$ cat config.mk
export PLATFORM = sky130hd
export DESIGN_NAME = idct_tap_sched_flat
export DESIGN_NICKNAME = d
export VERILOG_FILES = /design/src/rtl/idct_tap_sched_if.sv /design/src/rtl/idct_tap_sched.sv /design/src/flat_wrapper.sv
export SDC_FILE = /design/constraint.sdc
export NUM_CORES = 1
export LEC_CHECK = 0
export CORE_ASPECT_RATIO = 1.2
export CORE_MARGIN = 3
export CORE_UTILIZATION = 57
export CTS_CLUSTER_DIAMETER = 80
export DETAILED_ROUTE_END_ITERATION = 7
export DONT_BUFFER_PORTS = 1
export HOLD_SLACK_MARGIN = 0.05
export PLACE_DENSITY = 0.69
export SYNTH_ARGS = -nofsm -noshare
export SYNTH_HDL_FRONTEND = slang
export SYNTH_SLANG_ARGS = --single-unit
$ cat constraint.sdc
create_clock -name clk -period 17.7 [get_ports clk]
set_input_delay 2.655 -clock clk [delete_from_list [all_inputs] [get_ports clk]]
set_output_delay 2.655 -clock clk [all_outputs]
set_load 0.1 [all_outputs]
$ cat src/rtl/idct_tap_sched_if.sv
// Block stream, result stream and datapath lane bundle for idct_tap_sched.
// Ports: in_valid/in_ready/in_x0..3 (block in), out_valid/out_ready/out_data (result out),
//        dp_in_1..4 (to datapath lanes), dp_out (datapath registered result).
interface idct_tap_sched_if #(
  parameter int W = 25
);
  logic                in_valid;
  logic                in_ready;
  logic signed [W-1:0] in_x0;
  logic signed [W-1:0] in_x1;
  logic signed [W-1:0] in_x2;
  logic signed [W-1:0] in_x3;

  logic                out_valid;
  logic                out_ready;
  logic signed [W-1:0] out_data;

  logic signed [W-1:0] dp_in_1;
  logic signed [W-1:0] dp_in_2;
  logic signed [W-1:0] dp_in_3;
  logic signed [W-1:0] dp_in_4;
  logic signed [W-1:0] dp_out;

  // Scheduler side
  modport slave (
    input  in_valid, in_x0, in_x1, in_x2, in_x3, out_ready, dp_out,
    output in_ready, out_valid, out_data, dp_in_1, dp_in_2, dp_in_3, dp_in_4
  );

  // Source/sink/datapath side
  modport master (
    output in_valid, in_x0, in_x1, in_x2, in_x3, out_ready, dp_out,
    input  in_ready, out_valid, out_data, dp_in_1, dp_in_2, dp_in_3, dp_in_4
  );
endinterface

$ cat src/rtl/idct_tap_sched.sv
// Scheduler for the 4-tap systolic IDCT column unit: lane skew, result tagging, output FIFO, frame FSM.
// Latency: accept edge E0 -> result pushed at E0+LAT, visible on out_data right after that edge.
// Backpressure: in_ready only while FIFO entries plus in-flight results stay below FIFO_DEPTH.
// Ports: clk, reset (async, active-high), start/cfg_nblocks/busy/done frame control,
//        bus (slave): block in, result out, datapath lanes dp_in_1..4 and dp_out.
module idct_tap_sched #(
  parameter int W          = 25,
  parameter int FIFO_DEPTH = 8,
  parameter int NB_W       = 16,
  parameter int LAT        = 5
) (
  input  logic            clk,
  input  logic            reset,
  input  logic            start,
  input  logic [NB_W-1:0] cfg_nblocks,
  output logic            busy,
  output logic            done,
  idct_tap_sched_if.slave bus
);

  localparam int AW = $clog2(FIFO_DEPTH);
  localparam int CW = AW + 1;
  localparam int IW = $clog2(LAT + 1);
  localparam int SW = $clog2(FIFO_DEPTH + LAT + 1);

  typedef enum logic [1:0] {S_IDLE, S_RUN, S_DRAIN, S_DONE} state_t;

  state_t              state;
  logic [NB_W-1:0]     nblocks;
  logic [NB_W-1:0]     accepted;
  logic [NB_W-1:0]     emitted;

  logic                accept;
  logic                push;
  logic                pop;
  logic [LAT-1:0]      tag;
  logic [IW-1:0]       inflight;
  logic [SW-1:0]       occupancy;

  // Skew chains: lane k is k registers deep so sample x(k-1) meets the
  // partial sum travelling down the systolic array.
  logic signed [W-1:0] lane1;
  logic signed [W-1:0] l2_0, lane2;
  logic signed [W-1:0] l3_0, l3_1, lane3;
  logic signed [W-1:0] l4_0, l4_1, l4_2, lane4;

  logic signed [W-1:0] mem [FIFO_DEPTH];
  logic [AW-1:0]       wr_ptr;
  logic [AW-1:0]       rd_ptr;
  logic [CW-1:0]       count;

  always_comb begin
    inflight = '0;
    for (int i = 0; i < LAT; i++) begin
      inflight = inflight + IW'(tag[i]);
    end
  end

  // Reserving FIFO space for every in-flight block is what lets the
  // enable-less datapath run freely without ever overflowing the FIFO.
  assign occupancy    = SW'(count) + SW'(inflight);
  assign bus.in_ready = (state == S_RUN) && (occupancy < SW'(FIFO_DEPTH));
  assign accept       = bus.in_valid && bus.in_ready;

  assign push = tag[LAT-1];
  assign pop  = bus.out_ready && (count != '0);

  assign bus.out_valid = (count != '0);
  assign bus.out_data  = (count != '0) ? mem[rd_ptr] : '0;

  assign bus.dp_in_1 = lane1;
  assign bus.dp_in_2 = lane2;
  assign bus.dp_in_3 = lane3;
  assign bus.dp_in_4 = lane4;

  // Lane skew and tag pipe; idle cycles inject zeros with a zero tag.
  always_ff @(posedge clk or posedge reset) begin
    if (reset) begin
      lane1 <= '0;
      l2_0  <= '0;
      lane2 <= '0;
      l3_0  <= '0;
      l3_1  <= '0;
      lane3 <= '0;
      l4_0  <= '0;
      l4_1  <= '0;
      l4_2  <= '0;
      lane4 <= '0;
      tag   <= '0;
    end else begin
      lane1 <= accept ? bus.in_x0 : '0;
      l2_0  <= accept ? bus.in_x1 : '0;
      lane2 <= l2_0;
      l3_0  <= accept ? bus.in_x2 : '0;
      l3_1  <= l3_0;
      lane3 <= l3_1;
      l4_0  <= accept ? bus.in_x3 : '0;
      l4_1  <= l4_0;
      l4_2  <= l4_1;
      lane4 <= l4_2;
      tag   <= {tag[LAT-2:0], accept};
    end
  end

  // FIFO storage carries no reset; out_data is forced to zero while empty.
  always_ff @(posedge clk) begin
    if (push) begin
      mem[wr_ptr] <= bus.dp_out;
    end
  end

  always_ff @(posedge clk or posedge reset) begin
    if (reset) begin
      wr_ptr <= '0;
      rd_ptr <= '0;
      count  <= '0;
    end else begin
      if (push) wr_ptr <= wr_ptr + AW'(1);
      if (pop)  rd_ptr <= rd_ptr + AW'(1);
      case ({push, pop})
        2'b10:   count <= count + CW'(1);
        2'b01:   count <= count - CW'(1);
        default: count <= count;
      endcase
    end
  end

  // Frame FSM with registered busy/done.
  always_ff @(posedge clk or posedge reset) begin
    if (reset) begin
      state    <= S_IDLE;
      busy     <= 1'b0;
      done     <= 1'b0;
      nblocks  <= '0;
      accepted <= '0;
      emitted  <= '0;
    end else begin
      done <= 1'b0;
      if (pop) emitted <= emitted + NB_W'(1);
      case (state)
        S_IDLE: begin
          if (start) begin
            nblocks  <= cfg_nblocks;
            accepted <= '0;
            emitted  <= '0;
            busy     <= 1'b1;
            state    <= (cfg_nblocks == '0) ? S_DRAIN : S_RUN;
          end
        end
        S_RUN: begin
          if (accept) begin
            accepted <= accepted + NB_W'(1);
            if (accepted + NB_W'(1) == nblocks) state <= S_DRAIN;
          end
        end
        S_DRAIN: begin
          if (inflight == '0 && count == '0 && emitted == nblocks) begin
            state <= S_DONE;
            busy  <= 1'b0;
            done  <= 1'b1;
          end
        end
        default: begin
          state <= S_IDLE;
        end
      endcase
    end
  end

endmodule

$ cat src/flat_wrapper.sv
// flat-port wrapper written by rule: the top's interface ports become plain ports
module idct_tap_sched_flat 
#(
  parameter int W          = 25,
  parameter int FIFO_DEPTH = 8,
  parameter int NB_W       = 16,
  parameter int LAT        = 5
)
  (clk, reset, start, cfg_nblocks, busy, done, bus_in_valid, bus_in_x0, bus_in_x1, bus_in_x2, bus_in_x3, bus_out_ready, bus_dp_out, bus_in_ready, bus_out_valid, bus_out_data, bus_dp_in_1, bus_dp_in_2, bus_dp_in_3, bus_dp_in_4);
  idct_tap_sched_if #(.W(W)) bus_i ();
  input  logic clk;
  input  logic reset;
  input  logic start;
  input  logic [NB_W-1:0] cfg_nblocks;
  output logic busy;
  output logic done;
  input wire logic [$bits(bus_i.in_valid)-1:0] bus_in_valid;
  input wire logic [$bits(bus_i.in_x0)-1:0] bus_in_x0;
  input wire logic [$bits(bus_i.in_x1)-1:0] bus_in_x1;
  input wire logic [$bits(bus_i.in_x2)-1:0] bus_in_x2;
  input wire logic [$bits(bus_i.in_x3)-1:0] bus_in_x3;
  input wire logic [$bits(bus_i.out_ready)-1:0] bus_out_ready;
  input wire logic [$bits(bus_i.dp_out)-1:0] bus_dp_out;
  output wire logic [$bits(bus_i.in_ready)-1:0] bus_in_ready;
  output wire logic [$bits(bus_i.out_valid)-1:0] bus_out_valid;
  output wire logic [$bits(bus_i.out_data)-1:0] bus_out_data;
  output wire logic [$bits(bus_i.dp_in_1)-1:0] bus_dp_in_1;
  output wire logic [$bits(bus_i.dp_in_2)-1:0] bus_dp_in_2;
  output wire logic [$bits(bus_i.dp_in_3)-1:0] bus_dp_in_3;
  output wire logic [$bits(bus_i.dp_in_4)-1:0] bus_dp_in_4;
  assign bus_i.in_valid = bus_in_valid;
  assign bus_i.in_x0 = bus_in_x0;
  assign bus_i.in_x1 = bus_in_x1;
  assign bus_i.in_x2 = bus_in_x2;
  assign bus_i.in_x3 = bus_in_x3;
  assign bus_i.out_ready = bus_out_ready;
  assign bus_i.dp_out = bus_dp_out;
  assign bus_in_ready = bus_i.in_ready;
  assign bus_out_valid = bus_i.out_valid;
  assign bus_out_data = bus_i.out_data;
  assign bus_dp_in_1 = bus_i.dp_in_1;
  assign bus_dp_in_2 = bus_i.dp_in_2;
  assign bus_dp_in_3 = bus_i.dp_in_3;
  assign bus_dp_in_4 = bus_i.dp_in_4;
  idct_tap_sched #(.W(W), .FIFO_DEPTH(FIFO_DEPTH), .NB_W(NB_W), .LAT(LAT)) u_core (.clk(clk), .reset(reset), .start(start), .cfg_nblocks(cfg_nblocks), .busy(busy), .done(done), .bus(bus_i));
endmodule
==> impl_metrics.ini <==
[run_status]
run_status = completed

[clock_tree]
cts_made_buffers = 47
cts.repair.resized = 0
post_cts_buffers = 0
cts_tree = yes
clkTransAtPathRegs_ns = 0.07
clock-sinks = 517
htreeDepth = 2
cts_root_buf = clkbuf_16
cts_hold_buf = 0
clk_latency_ns = 0.56
clk_path_buf_depth = 3

[synthesis]
yosysTopAreaCellShare = 0.428
syn_area_um2 = 18600
async_reset_ff_frac = 0.613
ys_seq_area_frac = 0.751
yosys-top-cells-count = dfrtp_1 (317), edfxtp_1 (200), and2_1 (102)
synth_edf_count = 200
synth.most_common_cell = dfrtp_1
yosys_warnings = 0
syn-num-nets = 1288
yosysTopAreaCell = dfrtp_1
synth_seq_cells = 517
synth_flop_cell = dfrtp_1
netlist_instances = 1124
yosysUniqueCellTypes = 51
syn_avg_cell_area_um2 = 16.5
synth_area_leaders = dfrtp_1 (43%), edfxtp_1 (32%), mux4_2 (6.1%), and2_1 (3.4%), nand2_1 (1.7%)

[min_path]
hp-class = reg2reg

[timing]
slew_headroom = 0.190
setup_viol = 0
tightestPinTransition_ns = 1.22
holdWs_ns = 0.343
fmax_ghz = 0.145
period_share = 0.391
hold_viol_final = 0
maxSlewViolCount = 0
tns_ns = 0
fin_skew_ns = 0.0101
finalCriticalPeriod_ns = 6.91
rsz0062_at_grt = no

[routing]
vias = 8812
drt-total-wl_um = 34400
avgViaCountPerCell = 5.57
first_pass_iters = 4
drt_iter0_markers = 583
drtAntennaViolNets = 0
drc = 0
wl_per_cell_um = 21.7

[worst_setup_path]
crit_arrival_ns = 4.26
path_class = reg2out
start_kind = register
critPathMaxFanout = 2
worst_setup_path_end_kind = output pin
required_ns = 15.05

[place]
gp_congestion = 0.825
post_dp_cell_area_um2 = 19100
dp_hpwl_um = 21700
port_buffers = 0

[layout]
area_growth_pct = 11.5
final_nets = 1305
drive_gt1_frac = 0.165
stdcell_area_um2 = 20700

[grt]
grt_max_degree = 194
grt_pass1_vias = 9321
grt.total_usage = 0.201
globalRouteMet3Util = 0.0708
grt-busiest-layer = met2
grt.overflow.total = 0
antenna_found_initial = 5
met1_usage = 0.236
grtUsageMet2 = 0.354
grt_pass1_wl_um = 53200

[flow_run]
maxCapViolations = 0

[die]
die_h_um = 204
num_io_pins = 275
die_w_um = 171
fp-row-count = 71
initial_core_util = 0.585
coreArea_um2 = 31700
die-area_um2 = 34800

[pwr]
power.leakage_nw = 8.83
peakVddDrop_mv = 0.115
powerDensity_nw_per_um2 = 175
## power breakdown
group          switching (W)  total (W)  internal [W]
clock               0.000432    0.00102      0.000586
combinational       0.000693   0.000957      0.000264
sequential          0.000292    0.00165       0.00136
total                0.00142    0.00363       0.00221
## cells by family (layout without fill, tap and decap cells)
family          count (synthesis)  after routing  synth area share
buf+inv                        67            122            0.0156
xor+xnor                       58             58            0.0282
simple gates                  323            323            0.0913
fa+ha+maj                      18             18            0.0134
flops                         517            517             0.751
other cells                     0              3                 0
mux                            81             81            0.0778
compound gates                 60             60            0.0224
## registers in the layout, summed over array words and instances (netlist names), 25 cells and up
| signal | flops |
|---|---|
| u_core.l3_1 | 25 |
| u_core.l4_1 | 25 |
| u_core.mem | 200 |
| u_core.bus.dp_in_3 | 25 |
| u_core.l3_0 | 25 |
| u_core.l4_2 | 25 |
| u_core.l2_0 | 25 |
| u_core.bus.dp_in_2 | 25 |
| u_core.bus.dp_in_4 | 25 |
| u_core.bus.dp_in_1 | 25 |
| u_core.l4_0 | 25 |
## cell type report
type / instances / area (µm²)
multi-input combinational: 540 / 4430
fill: 2173 / 11000
tap: 401 / 502
inverter: 19 / 78.8
timing repair buffer: 16 / 133
antenna: 3 / 7.51
sequential: 517 / 13900
clock buffer: 66 / 1360
clock inverter: 21 / 235
## worst max-delay path, stage by stage, from the launching register on
cell and delay, ns:
dfrtp_1 0.39, ha_1 0.28, inv_1 0.04, fa_1 0.47
inv_1 0.04, ha_1 0.18, fa_1 0.47, ha_1 0.29
a31o_1 0.23, a21oi_2 0.28, xor2_1 0.21, and2_1 0.81
## layer usage
metal  up-vias  wire, µm
met1      4487     12700
li1       3990         -
met2       274     18100
met3        57      2910
met4         4       711
met5         -        27
## cell usage in the layout, fill, tap and decap left out, drive strengths merged, types with 14 or more instances in the layout
cell and instances:
xor2 24, nor3 14, xnor2 33, and2 102
o21ai 15, mux2i 28, edfxtp 200, nand2 83
ha 15, clkbuf 66, dfrtp 317, buf 16
mux4 50, inv 21, nor2 56, nand3 18
## worst paths after layout
kind / endpoint / cells after the start / slack, ns / startpoint
max reg2reg: u_core.state[1] / 16 / 12.98 / u_core.tag[1]
max: bus_in_ready / 11 / 10.79 / u_core.tag[1]
min: u_core.bus.dp_in_2[2] / 0 / 0.34 / u_core.l2_0[2]
min in group asynchronous: u_core.accepted[5] / 1 / 2.12 / reset
max in group asynchronous: u_core.l4_2[11] / 2 / 14.10 / reset
min reg2reg: u_core.bus.dp_in_2[2] / 0 / 0.34 / u_core.l2_0[2]
## metrics by stage
stage | worst slack [ns] | utilization | instances | total power, W
after floorplan | 6.27 | - | 1124 | 0.00248
after global placement | 11.43 | 0.602 | 1493 | 0.00263
after detailed placement | 11.37 | 0.602 | 1493 | 0.00265
after CTS | 10.74 | 0.652 | 1580 | 0.00368
after global routing | 10.61 | 0.652 | 1582 | 0.00378
final | 10.79 | 0.652 | 1583 | 0.00363
No activity file was read; power rests on OpenSTA's default activity.
